## config.mk

```make
export PLATFORM = sky130hd
export DESIGN_NAME = fetch_unit
export DESIGN_NICKNAME = d
export VERILOG_FILES = /design/src/rtl/fetch_unit.sv
export SDC_FILE = /design/constraint.sdc
export NUM_CORES = 1
export LEC_CHECK = 0
export BUFFER_PORTS_ARGS = -buffer_cell sky130_fd_sc_hd__clkbuf_2
export CORE_ASPECT_RATIO = 2
export CORE_MARGIN = 2
export CORE_UTILIZATION = 50
export DETAILED_ROUTE_END_ITERATION = 6
export GPL_ROUTABILITY_DRIVEN = 0
export PLACE_DENSITY_LB_ADDON = 0.05
export SYNTH_ARGS = -nofsm -noshare
export SYNTH_HDL_FRONTEND = slang
export SYNTH_SLANG_ARGS = --single-unit
```

## constraint.sdc

```tcl
create_clock -name clk_i -period 8.5 [get_ports clk_i]
set_input_delay 0 -clock clk_i [delete_from_list [all_inputs] [get_ports clk_i]]
set_output_delay 0 -clock clk_i [all_outputs]
set_load 0.03 [all_outputs]
```

## src/rtl/fetch_unit.sv

```systemverilog
// Instruction-fetch stage: holds the PC, fetches over a req/ack handshake and presents
// the registered word to decode, applying jump/branch/sequential next-PC on consume.
//
//   state | meaning
//   FETCH | request outstanding at pc, waiting for imem_ack_i
//   HAVE  | instruction registered and valid, waiting for decode to consume
module fetch_unit #(
    parameter logic [31:0] RESET_PC    = 32'h0000_0000,
    parameter int          ACK_TIMEOUT = 16
) (
    input  logic        clk_i,
    input  logic        rst_i,
    output logic        imem_req_o,
    output logic [31:0] imem_addr_o32,
    input  logic        imem_ack_i,
    input  logic [31:0] imem_rdata_i32,
    input  logic        stall_i,
    input  logic        branch_i,
    input  logic [15:0] branch_off_i16,
    input  logic        pc_j_i,
    input  logic [25:0] jaddr_i26,
    output logic        instr_valid_o,
    output logic [31:0] instr_o32,
    output logic [5:0]  op_o6,
    output logic [31:0] pc_o32,
    output logic [31:0] pc_plus4_o32,
    output logic        bus_err_o,
    output logic        align_err_o
);
    localparam int            CW  = $clog2(ACK_TIMEOUT + 1);
    localparam logic [CW-1:0] TMO = CW'(ACK_TIMEOUT);

    typedef enum logic {FETCH, HAVE} state_t;

    state_t        state, state_nxt;
    logic [31:0]   pc, pc_nxt, pc_plus4, target, instr;
    logic [CW-1:0] cnt, cnt_nxt;
    logic          bus_err, bus_err_nxt, align_err, align_err_nxt, load_instr;

    // Jump beats branch; the target is formed unmasked so misalignment stays observable.
    always_comb begin
        pc_plus4 = pc + 32'd4;
        if (pc_j_i)
            target = {pc_plus4[31:28], jaddr_i26, 2'b00};
        else if (branch_i)
            target = pc_plus4 + {{14{branch_off_i16[15]}}, branch_off_i16, 2'b00};
        else
            target = pc_plus4;
    end

    always_comb begin
        state_nxt     = state;
        pc_nxt        = pc;
        cnt_nxt       = cnt;
        bus_err_nxt   = bus_err;
        align_err_nxt = align_err;
        load_instr    = 1'b0;
        case (state)
            FETCH: begin
                if (imem_ack_i) begin
                    load_instr = 1'b1;
                    cnt_nxt    = '0;
                    state_nxt  = HAVE;
                end else begin
                    if (cnt < TMO)
                        cnt_nxt = cnt + CW'(1);
                    if (cnt_nxt == TMO)
                        bus_err_nxt = 1'b1;
                end
            end
            HAVE: begin
                if (!stall_i) begin
                    pc_nxt    = {target[31:2], 2'b00};
                    state_nxt = FETCH;
                    if (target[1:0] != 2'b00)
                        align_err_nxt = 1'b1;
                end
            end
            default: state_nxt = FETCH;
        endcase
    end

    always_ff @(posedge clk_i) begin
        if (rst_i) begin
            state     <= FETCH;
            pc        <= {RESET_PC[31:2], 2'b00};
            instr     <= '0;
            cnt       <= '0;
            bus_err   <= 1'b0;
            align_err <= 1'b0;
        end else begin
            state     <= state_nxt;
            pc        <= pc_nxt;
            cnt       <= cnt_nxt;
            bus_err   <= bus_err_nxt;
            align_err <= align_err_nxt;
            if (load_instr)
                instr <= imem_rdata_i32;
        end
    end

    assign imem_req_o    = (state == FETCH);
    assign instr_valid_o = (state == HAVE);
    assign imem_addr_o32 = pc;
    assign pc_o32        = pc;
    assign pc_plus4_o32  = pc_plus4;
    assign instr_o32     = instr;
    assign op_o6         = instr[31:26];
    assign bus_err_o     = bus_err;
    assign align_err_o   = align_err;
endmodule

```

======== Yosys cells after proc, flatten, opt, wreduce, memory -nomap -nowiden ========
Index checks and enable logic that the tools add are counted.
storage, ports and cells
  bits in registers ....................... 70
operators by class
  add/sub/neg operators ................... 3
  order comparisons ....................... 1
  eq/ne operators ......................... 1
  muxes and demuxes ....................... 10
  bitwise gates (word level) .............. 3
  reductions and logical operators ........ 4
operators by type and width
  operator                                            count
  2-to-1 mux 32 bit                                   2
  adder 32 x 3 -> 32 bit (second input constant)      1
  adder 32 bit                                        1
  2-to-1 mux 5 bit                                    4
  AND reduction 3 bit                                 2
  adder 5 x 1 -> 5 bit (second input constant)        1
  equality test 5 bit (second input constant)         1
  less-than comparator 5 bit (second input constant)  1
  2-to-1 mux 1 bit                                    3
  NOT 1 bit                                           3
  one-hot mux 1 bit (2 select lines)                  1
  AND reduction 2 bit                                 1
  nonzero test 2 bit                                  1

======== Longest topological paths before layout ========
Gate-level depths: netlist (run 1).
  depth after elaboration ................. 6
  mapped depth ............................ 16
  depth with buffers taken out ............ 15

======== Worst setup path before layout (run 1) ========
Ideal clock, no wire load.
  path type ............................... reg2reg
  start point ............................. register pc[2], in the netlist imem_addr_o32[2]
  end point ............................... register pc[31], in the netlist imem_addr_o32[31]
  library setup time ...................... 0.079 ns
  arrival ................................. 4.016 ns
  data required time ...................... 8.421 ns
  slack ................................... 4.405 ns
  stages on the path, launching flop included .. 15
  period minus slack after synthesis ...... 4.095 ns
  cell sequence ........................... dfxtp_1 -> ha_1 -> nand4_1 -> nor2_1 -> nand2_1 -> xnor2_1 -> ha_1 -> a21oi_1 -> o21ai_0 -> a211oi_1 -> nand4b_1 -> o22ai_2 -> nor3_1 -> or4_1 -> o211ai_1
between the ends
  word-level cells in the longest chain between the ends .. 4
RTL lines
  what                    RTL line  text
  start, declared         36        logic [31:0] pc, pc_nxt, pc_plus4, target, instr;
  start signal, assigned  86        pc <= {RESET_PC[31:2], 2'b00};
  start signal, assigned  93        pc <= pc_nxt;
  adder 32 x 3 -> 32 bit  42        pc_plus4 = pc + 32'd4;
  via pc_plus4_o32[12]    26        output logic [31:0] pc_plus4_o32,
  adder 32 bit            46        target = pc_plus4 + {{14{branch_off_i16[15]}}, branch_off_i16, 2'b00};
  2-to-1 mux 32 bit       45        else if (branch_i)
  2-to-1 mux 32 bit       43        if (pc_j_i)
The timed path passes the listed nets, and every way through them passes these cells.
A chain may end at the register's enable or synchronous reset.

======== Final worst setup path (run 1) ========
  start point ............................. register pc[2], in the netlist imem_addr_o32[2]
  end point ............................... register pc[31], in the netlist imem_addr_o32[31]
between the ends
  word-level cells in the longest chain between the ends .. 4
RTL lines
  what                      RTL line
  adder 32 x 3 -> 32 bit *  42
  adder 32 bit              46
  2-to-1 mux 32 bit         45
  2-to-1 mux 32 bit *       43
Every way passes the cells marked *; elsewhere a longest branch is shown, timed or not.

==> results of run 1 <==
==> cell type report <==
cell class                 count  area, µm²
clock buffer                  10        239
clock inverter                 6       45.0
fill                         971       3850
inverter                      15       56.3
multi-input combinational    588       3610
sequential                    69       1380
tap                          140        175
timing repair buffer         251       1450
==> layout by cell type (no fill, tap or decap), types with 5 or more instances in the layout <==
cell type and instances:
dfxtp_1 69, buf_4 5, o21ai_0 37, mux2i_1 5, nand2b_1 12, clkbuf_2 210
xnor2_1 25, and4_1 6, a221oi_1 5, o211ai_1 11, ha_1 37, xor2_1 20
a21oi_1 91, a211o_1 5, dlygate4sd3_1 36, nor2_1 46, nor3_1 10, clkbuf_16 9
inv_1 14, o2111ai_1 5, nand2_1 127, conb_1 7, nand4_1 10, nand3_1 25
a21o_1 19, and3_1 9, a211oi_1 10
==> sequential cells by signal, indices dropped and copies added, names as in the netlist <==
register / cells
bus_err_o: 1
instr_o32: 32
cnt: 5
instr_valid_o: 1
imem_addr_o32: 30
==> power by group through the flow <==
| stage | Combinational (mW) | Sequential (mW) | Clock [mW] |
|---|---|---|---|
| 6_report | 0.305 | 0.360 | 0.372 |
| 5_1_grt | 0.329 | 0.362 | 0.386 |
| 4_1_cts | 0.302 | 0.359 | 0.376 |
| 3_5_place_dp | 0.288 | 0.367 | 0 |
| 3_3_place_gp | 0.285 | 0.365 | 0 |
| 2_1_floorplan | 0.181 | 0.393 | 0 |
==> cells by family (layout without fill, tap and decap cells) <==
logic type,count (synthesis),in the layout,synth area share [%]
AND/OR/NAND/NOR,269,269,22.7
buffers and inverters,92,282,9.29
other,1,7,0.0684
XOR/XNOR,45,45,7.19
adder cells (fa/ha/maj),38,38,8.81
AO/OA/AOI/OAI,224,224,25.8
multiplexers,5,5,0.913
flip-flops,69,69,25.2
==> through the flow <==
stage / setup slack (ps) / area, µm² / cells
finish: 4120 / 6960 / 1079
global route: 3840 / 6960 / 1079
CTS: 4180 / 6960 / 1079
detailed placement: 4220 / 6310 / 1027
global placement: 4430 / 6310 / 1027
floorplan: 4400 / 5500 / 749
==> worst max-delay path by stage <==
stage | from | endpoint | depth (start not counted)
finish | imem_addr_o32[2] | imem_addr_o32[31] | 15
global route | imem_addr_o32[2] | imem_addr_o32[31] | 15
CTS | imem_addr_o32[2] | imem_addr_o32[31] | 15
detailed placement | imem_addr_o32[2] | imem_addr_o32[31] | 15
global placement | imem_addr_o32[2] | imem_addr_o32[31] | 15
floorplan | imem_addr_o32[2] | imem_addr_o32[31] | 14
==> per-layer routing <==
layer	wire [µm]	part of all wire (%)
met5	0	0
met3	1250	6.3
met2	10800	54
met4	1290	6.5
met1	6580	33
==> tightest hold or removal path: stages <==
cell and delay, ps:
clkbuf_2 80, a221oi_1 80, a21oi_1 150
==> reports/results.md, run 1 <==
| Quantity | This run | Unit |
| --- | --- | --- |
| Result of the run | finished clean | - |
| Clock insertion delay at the later pin of the skew report | 350 | ps |
| RSZ-0062 raised after global routing | no | - |
| Sequential share of power | 34.7 | % |
| Die height | 152 | µm |
| Int Power | 0.653 | mW |
| Commonest cells in the synthesized netlist | 127 x nand2_1, 91 x a21oi_1, 69 x dfxtp_1 | - |
| Initial antenna violation count | 0 | - |
| H-Tree Depth | 3 | - |
| Most used DFF post-synth | dfxtp_1 | - |
| Most used routing layer | met2 | - |
| Fraction of post-synthesis cell area in the top cell type by area | 25.2 | % |
| Endpoint with the worst hold slack | imem_addr_o32[4] | - |
| Root buf cell | clkbuf_16 | - |
| Worst Skew | 11.9 | ps |
| Maximum fanout encountered on the critical timing path | 8 | - |
| Shortest period the worst path allows | 4380 | ps |
| Crit path DAT | 4650 | ps |
| Type of element capturing the critical path | flip-flop | - |
| Layout cells sized above 1 | 25.3 | % |
| Clock-pin transition on the worst setup and hold timing paths | 60 | ps |
| Avg Synthesized Cell Area | 7.37 | µm² |
| Cell leakage power | 3.37 | nW |
| Number of nets in the finished design | 1,052 | - |
| Overall track demand over capacity in global routing | 33.1 | % |
| Worst-case reg-to-reg path depth | 15 | - |
| Synth unique cells | 65 | - |
| Power density over cell area | 149 | mW/mm² |
| Number of synthesized flops with an enable pin | 0 | - |
| Critical path's top delay family | simple AND/OR/NAND/NOR gates | - |
| Total wire length after detailed routing | 19,900 | µm |
| CTS resizes | 0 | - |
| Type of the tightest min-delay check | in -> reg | - |
| Number of standard-cell rows in the floorplan | 54 | - |
| N_diodes | 0 | - |
| Post-route core utilization | 64.4 | % |
| Async set-or-reset flop fraction in the synthesized netlist | 0 | % |
| CTS tree | done | - |
| CTS Hold Bufs | 36 | - |
| Category of the most critical setup path | reg -> reg | - |
| Headroom to the max-slew limit | 21.4 | % |
| Number of nets still failing antenna checks after routing | 0 | - |
| Max-cap violations | 0 | - |
| Syn-to-layout area delta | 27.0 | % |
| Maximum cell stage delay along the critical path | 510 | ps |
| Endpoint of the most critical register-to-register path | imem_addr_o32[31] | - |
| R2R setup slack | 4120 | ps |
| Share of total power in the clock network | 35.9 | % |
| Leading area contributor after synthesis | dfxtp_1 | - |
| Switching power as a share of total power | 37.1 | % |
| Horizontal die dimension | 78.0 | µm |
| Effective utilization at floorplan | 50.7 | % |
| Final global-route overflow total | 0 | - |
| Number of cells traversed by the worst hold path | 3 | - |
| Post-detailed-route wirelength per cell | 18.5 | µm |
| Buffers added on ports | 210 | - |
| Warning count from the yosys run | 0 | - |
| Critical path data required time | 8770 | ps |
| GR met3 Demand/Resource | 6.53 | % |
| Number of design rule violations left after detail routing | 0 | - |
| Global-route wire length before repair | 31,100 | µm |
| Detail Placement HPWL | 14,900 | µm |
| Met1 capacity usage during global routing | 31.3 | % |
| Combinational Power Share | 29.4 | % |
| Maximum clock path buffer count | 2 | - |
| CTS Buf Count | 9 | - |
| Worst min-delay path startpoint | jaddr_i26[2] | - |
| Post-synth design cell area | 0.00548 | mm² |
| Maximum number of pins on one net before global-route repair | 58 | - |
| Worst r2r src | imem_addr_o32[2] | - |
| Floorplan die area | 0.0119 | mm² |
| Fraction of the cycle the final worst path needs | 51.6 | % |
| Routed vias/inst | 5.91 | - |
| Met2 track utilization from global routing | 61.9 | % |
| Cell at the slowest stage of the critical path | or4_1 | - |
| Largest cells by area after synthesis | dfxtp_1 25%, nand2_1 8.7%, ha_1 8.4% | - |
| First-pass DRT Iterations | 7 | - |
| # IOs | 218 | - |
| Floorplan core area | 0.0108 | mm² |
| Final number of hold-violating endpoints | 0 | - |
| F_max | 228 | MHz |
| Syn Inst Count | 743 | - |
| Count of clock tree sinks | 69 | - |
| Actual slew at the worst max-slew pin | 1170 | ps |
| Number of post-CTS setup repair buffers | 0 | - |
| DRC marker count from the first detailed-route iteration | 348 | - |
| Ordered list of cells on the worst path | ha_1 -> nand4_1 -> nor2_1 -> nand2_1 -> nor2_1 -> xor2_1 -> ha_1 -> nand2_1 -> nor3_1 -> a211oi_1 -> nand4b_1 -> o22ai_2 -> nor3_1 -> or4_1 -> o211ai_1 | - |
| Sequential cell area fraction in the yosys report | 25.2 | % |
| Number of flip-flops and latches in the synthesized netlist | 69 | - |
| Setup Viol. Count Final | 0 | - |
| Buffer and inverter count on the worst path | 0 | - |
| Hold WS | 8.79 | ps |
| Number of global-route vias before repair | 6,329 | - |
| Vias post-DR | 6,374 | - |
| Max-slew violations | 0 | - |
| Setup Total Neg Slack | 0 | ps |
| Setup crit start kind | flip-flop | - |
| Pwr Total | 1.04 | mW |
| P_sw | 0.385 | mW |
| Most frequently used cell type in the post-synthesis netlist | nand2_1 | - |
| Maximum vdd ir drop | 160 | µV |
Power figures use the tool's default switching activity.
==> run 2, diff against run 1 <==
==> constraint.sdc (replaced) <==
create_clock -name clk_i -period 4.25 [get_ports clk_i]
set_input_delay 0 -clock clk_i [delete_from_list [all_inputs] [get_ports clk_i]]
set_output_delay 0 -clock clk_i [all_outputs]
set_load 0.03 [all_outputs]
==> run 2 against run 1 <==
Compared with the run above: clock power up 130%; first-iteration DRC count down 1.1%; combinational power up 100%; clock skew down 6.8 ps; worst hold slack worse by 2.8 ps; critical endpoint is now imem_addr_o32[25].
==> reports/results.md, run 2 (synthesis results as in run 1) <==
| Quantity | This run | Unit | Delta |
| --- | --- | --- | --- |
| Setup crit start kind | flip-flop | - |  |
| Buffers added on ports | 210 | - | unchanged |
| Number of post-CTS setup repair buffers | 0 | - | unchanged |
| Post-detailed-route wirelength per cell | 18.4 | µm | -0.25% |
| Root buf cell | clkbuf_16 | - |  |
| Endpoint with the worst hold slack | imem_addr_o32[13] | - |  |
| P_sw | 0.765 | mW | +99% |
| Worst min-delay path startpoint | jaddr_i26[11] | - |  |
| Clock-pin transition on the worst setup and hold timing paths | 60 | ps | about the same |
| Die height | 152 | µm | unchanged |
| Shortest period the worst path allows | 3950 | ps | -436 ps |
| Category of the most critical setup path | reg -> reg | - |  |
| N_diodes | 0 | - | unchanged |
| Final number of hold-violating endpoints | 0 | - | unchanged |
| Maximum vdd ir drop | 290 | µV | +82% |
| Max-slew violations | 0 | - | unchanged |
| CTS Buf Count | 9 | - | unchanged |
| Layout cells sized above 1 | 26.3 | % | +1.0 points |
| Fraction of the cycle the final worst path needs | 92.8 | % | +41 points |
| Share of total power in the clock network | 38.7 | % | +2.8 points |
| Routed vias/inst | 5.93 | - | +0.31% |
| RSZ-0062 raised after global routing | no | - |  |
| Total wire length after detailed routing | 20,000 | µm | +0.68% |
| Post-route core utilization | 65.5 | % | +1.1 points |
| Type of element capturing the critical path | flip-flop | - |  |
| Setup Viol. Count Final | 0 | - | unchanged |
| Floorplan core area | 0.0108 | mm² | unchanged |
| Int Power | 1.42 | mW | +120% |
| Final global-route overflow total | 0 | - | unchanged |
| Crit path DAT | 4170 | ps | -480 ps |
| Initial antenna violation count | 0 | - | unchanged |
| Number of standard-cell rows in the floorplan | 54 | - | unchanged |
| Number of nets still failing antenna checks after routing | 0 | - | unchanged |
| Maximum number of pins on one net before global-route repair | 58 | - | unchanged |
| Switching power as a share of total power | 35.0 | % | -2.1 points |
| Worst-case reg-to-reg path depth | 15 | - | unchanged |
| Maximum fanout encountered on the critical timing path | 7 | - | -1 |
| Endpoint of the most critical register-to-register path | imem_addr_o32[25] | - |  |
| Clock insertion delay at the later pin of the skew report | 340 | ps | about the same |
| Type of the tightest min-delay check | in -> reg | - |  |
| Actual slew at the worst max-slew pin | 1230 | ps | +52.8 ps |
| Floorplan die area | 0.0119 | mm² | unchanged |
| Result of the run | finished clean | - |  |
| Maximum clock path buffer count | 2 | - | unchanged |
| Horizontal die dimension | 78.0 | µm | unchanged |
| Number of fillers in the final layout | 998 | - | +2.8% |
| Setup Total Neg Slack | 0 | ps | unchanged |
| Headroom to the max-slew limit | 18.0 | % | -3.5 points |
| Cell leakage power | 3.45 | nW | +2.4% |
| Most common library cell in the layout ignoring fill and taps | clkbuf_2 | - |  |
| H-Tree Depth | 3 | - | unchanged |
| First-pass DRT Iterations | 5 | - | -2 |
| Worst r2r src | imem_addr_o32[3] | - |  |
| # IOs | 218 | - | unchanged |
| Count of clock tree sinks | 69 | - | unchanged |
| Number of nets in the finished design | 1,062 | - | +0.95% |
| Overall track demand over capacity in global routing | 33.8 | % | +0.65 points |
| Combinational Power Share | 28.5 | % | -0.9 points |
| Global-route wire length before repair | 32,000 | µm | +2.6% |
| CTS tree | done | - |  |
| Top library cells by usage in the layout, fill and taps aside | 210 x clkbuf_2, 127 x nand2_1, 91 x a21oi_1 | - |  |
| Effective utilization at floorplan | 50.7 | % | unchanged |
| Power density over cell area | 308 | mW/mm² | +110% |
| Syn-to-layout area delta | 29.2 | % |  |
| Detail Placement HPWL | 15,100 | µm | +0.88% |
| Worst Skew | 5.06 | ps | -6.82 ps |
| Number of global-route vias before repair | 6,710 | - | +6.0% |
| Placement Cell Area | 0.00640 | mm² | +1.3% |
| Critical path data required time | 4480 | ps | -4290 ps |
| Number of flip-flops in the largest register | 32 | - | unchanged |
| F_max | 253 | MHz | +11% |
| Vias post-DR | 6,453 | - | +1.2% |
| Hold WS | 5.94 | ps | -2.84 ps |
| R2R setup slack | 300 | ps | -3810 ps |
| Post-route cell area | 0.00708 | mm² | +1.7% |
| DRC marker count from the first detailed-route iteration | 344 | - | -1.1% |
| Max-cap violations | 0 | - | unchanged |
| Number of design rule violations left after detail routing | 0 | - | unchanged |
| Sequential share of power | 32.8 | % | -1.9 points |
| Number of cells traversed by the worst hold path | 3 | - | unchanged |
-- run 2: layout make-up --
class                           instances  area, µm²  area share (%)
Clock buffer                            9        225            3.18
Clock inverter                          7        105            1.48
Inverter                               15       56.3           0.795
Multi-Input combinational cell        588       3620            51.1
Sequential cell                        69       1380            19.5
Tap cell                              140        175            2.47
Timing Repair Buffer                  261       1520            21.5
-- run 2: worst max-delay path by stage --
stage                     start                end  depth (start not counted)
6_report       imem_addr_o32[3]  imem_addr_o32[25]                         15
2_1_floorplan  imem_addr_o32[2]  imem_addr_o32[31]                         14
3_5_place_dp   imem_addr_o32[3]  imem_addr_o32[25]                         15
3_3_place_gp   imem_addr_o32[3]  imem_addr_o32[25]                         15
4_1_cts        imem_addr_o32[3]  imem_addr_o32[25]                         15
5_1_grt        imem_addr_o32[4]  imem_addr_o32[19]                         13
-- run 2: per-layer routing --
| layer | wire length (µm) | track usage [%] | vias up |
|---|---|---|---|
| met4 | 1520 | 26.0 | 0 |
| met1 | 6480 | 30.6 | 2964 |
| li1 | - | - | 3024 |
| met2 | 10700 | 62.4 | 345 |
| met5 | 0 | 0 | - |
| met3 | 1370 | 7.66 | 120 |
-- run 2: worst max-delay path: stages, from the launching register on --
cell,delay [ps]
dfxtp_1,410
ha_1,230
nand4_1,180
nor2_2,350
nand2_1,170
nor2_1,160
xor2_1,280
ha_1,360
and3_1,200
and2_1,160
a221oi_1,360
o21ai_1,150
a21o_1,210
or3_1,350
a21oi_1,150
o21ai_0,110
-- run 2: through the flow --
stage / total power, mW / instances / setup WS, ps
after global routing: 2.27 / 1089 / 96.5
after CTS: 2.18 / 1089 / 186
after detailed placement: 1.32 / 1038 / 203
after global placement: 1.31 / 1038 / 315
final: 2.18 / 1089 / 304
after floorplan: 1.15 / 749 / 155
-- run 2: repair_timing --
item,4_1_cts,5_1_grt
hold buffers,35,0
resized for setup,0,1
endpoints found under the hold margin,35,0
endpoints found under the setup margin,0,3
-- run 2: power by group through the flow --
stage	Clock (mW)	Sequential (mW)	Combinational (mW)
3_3_place_gp	0	0.728	0.580
6_report	0.846	0.716	0.622
3_5_place_dp	0	0.730	0.586
4_1_cts	0.856	0.716	0.613
5_1_grt	0.875	0.721	0.670
2_1_floorplan	0	0.786	0.362
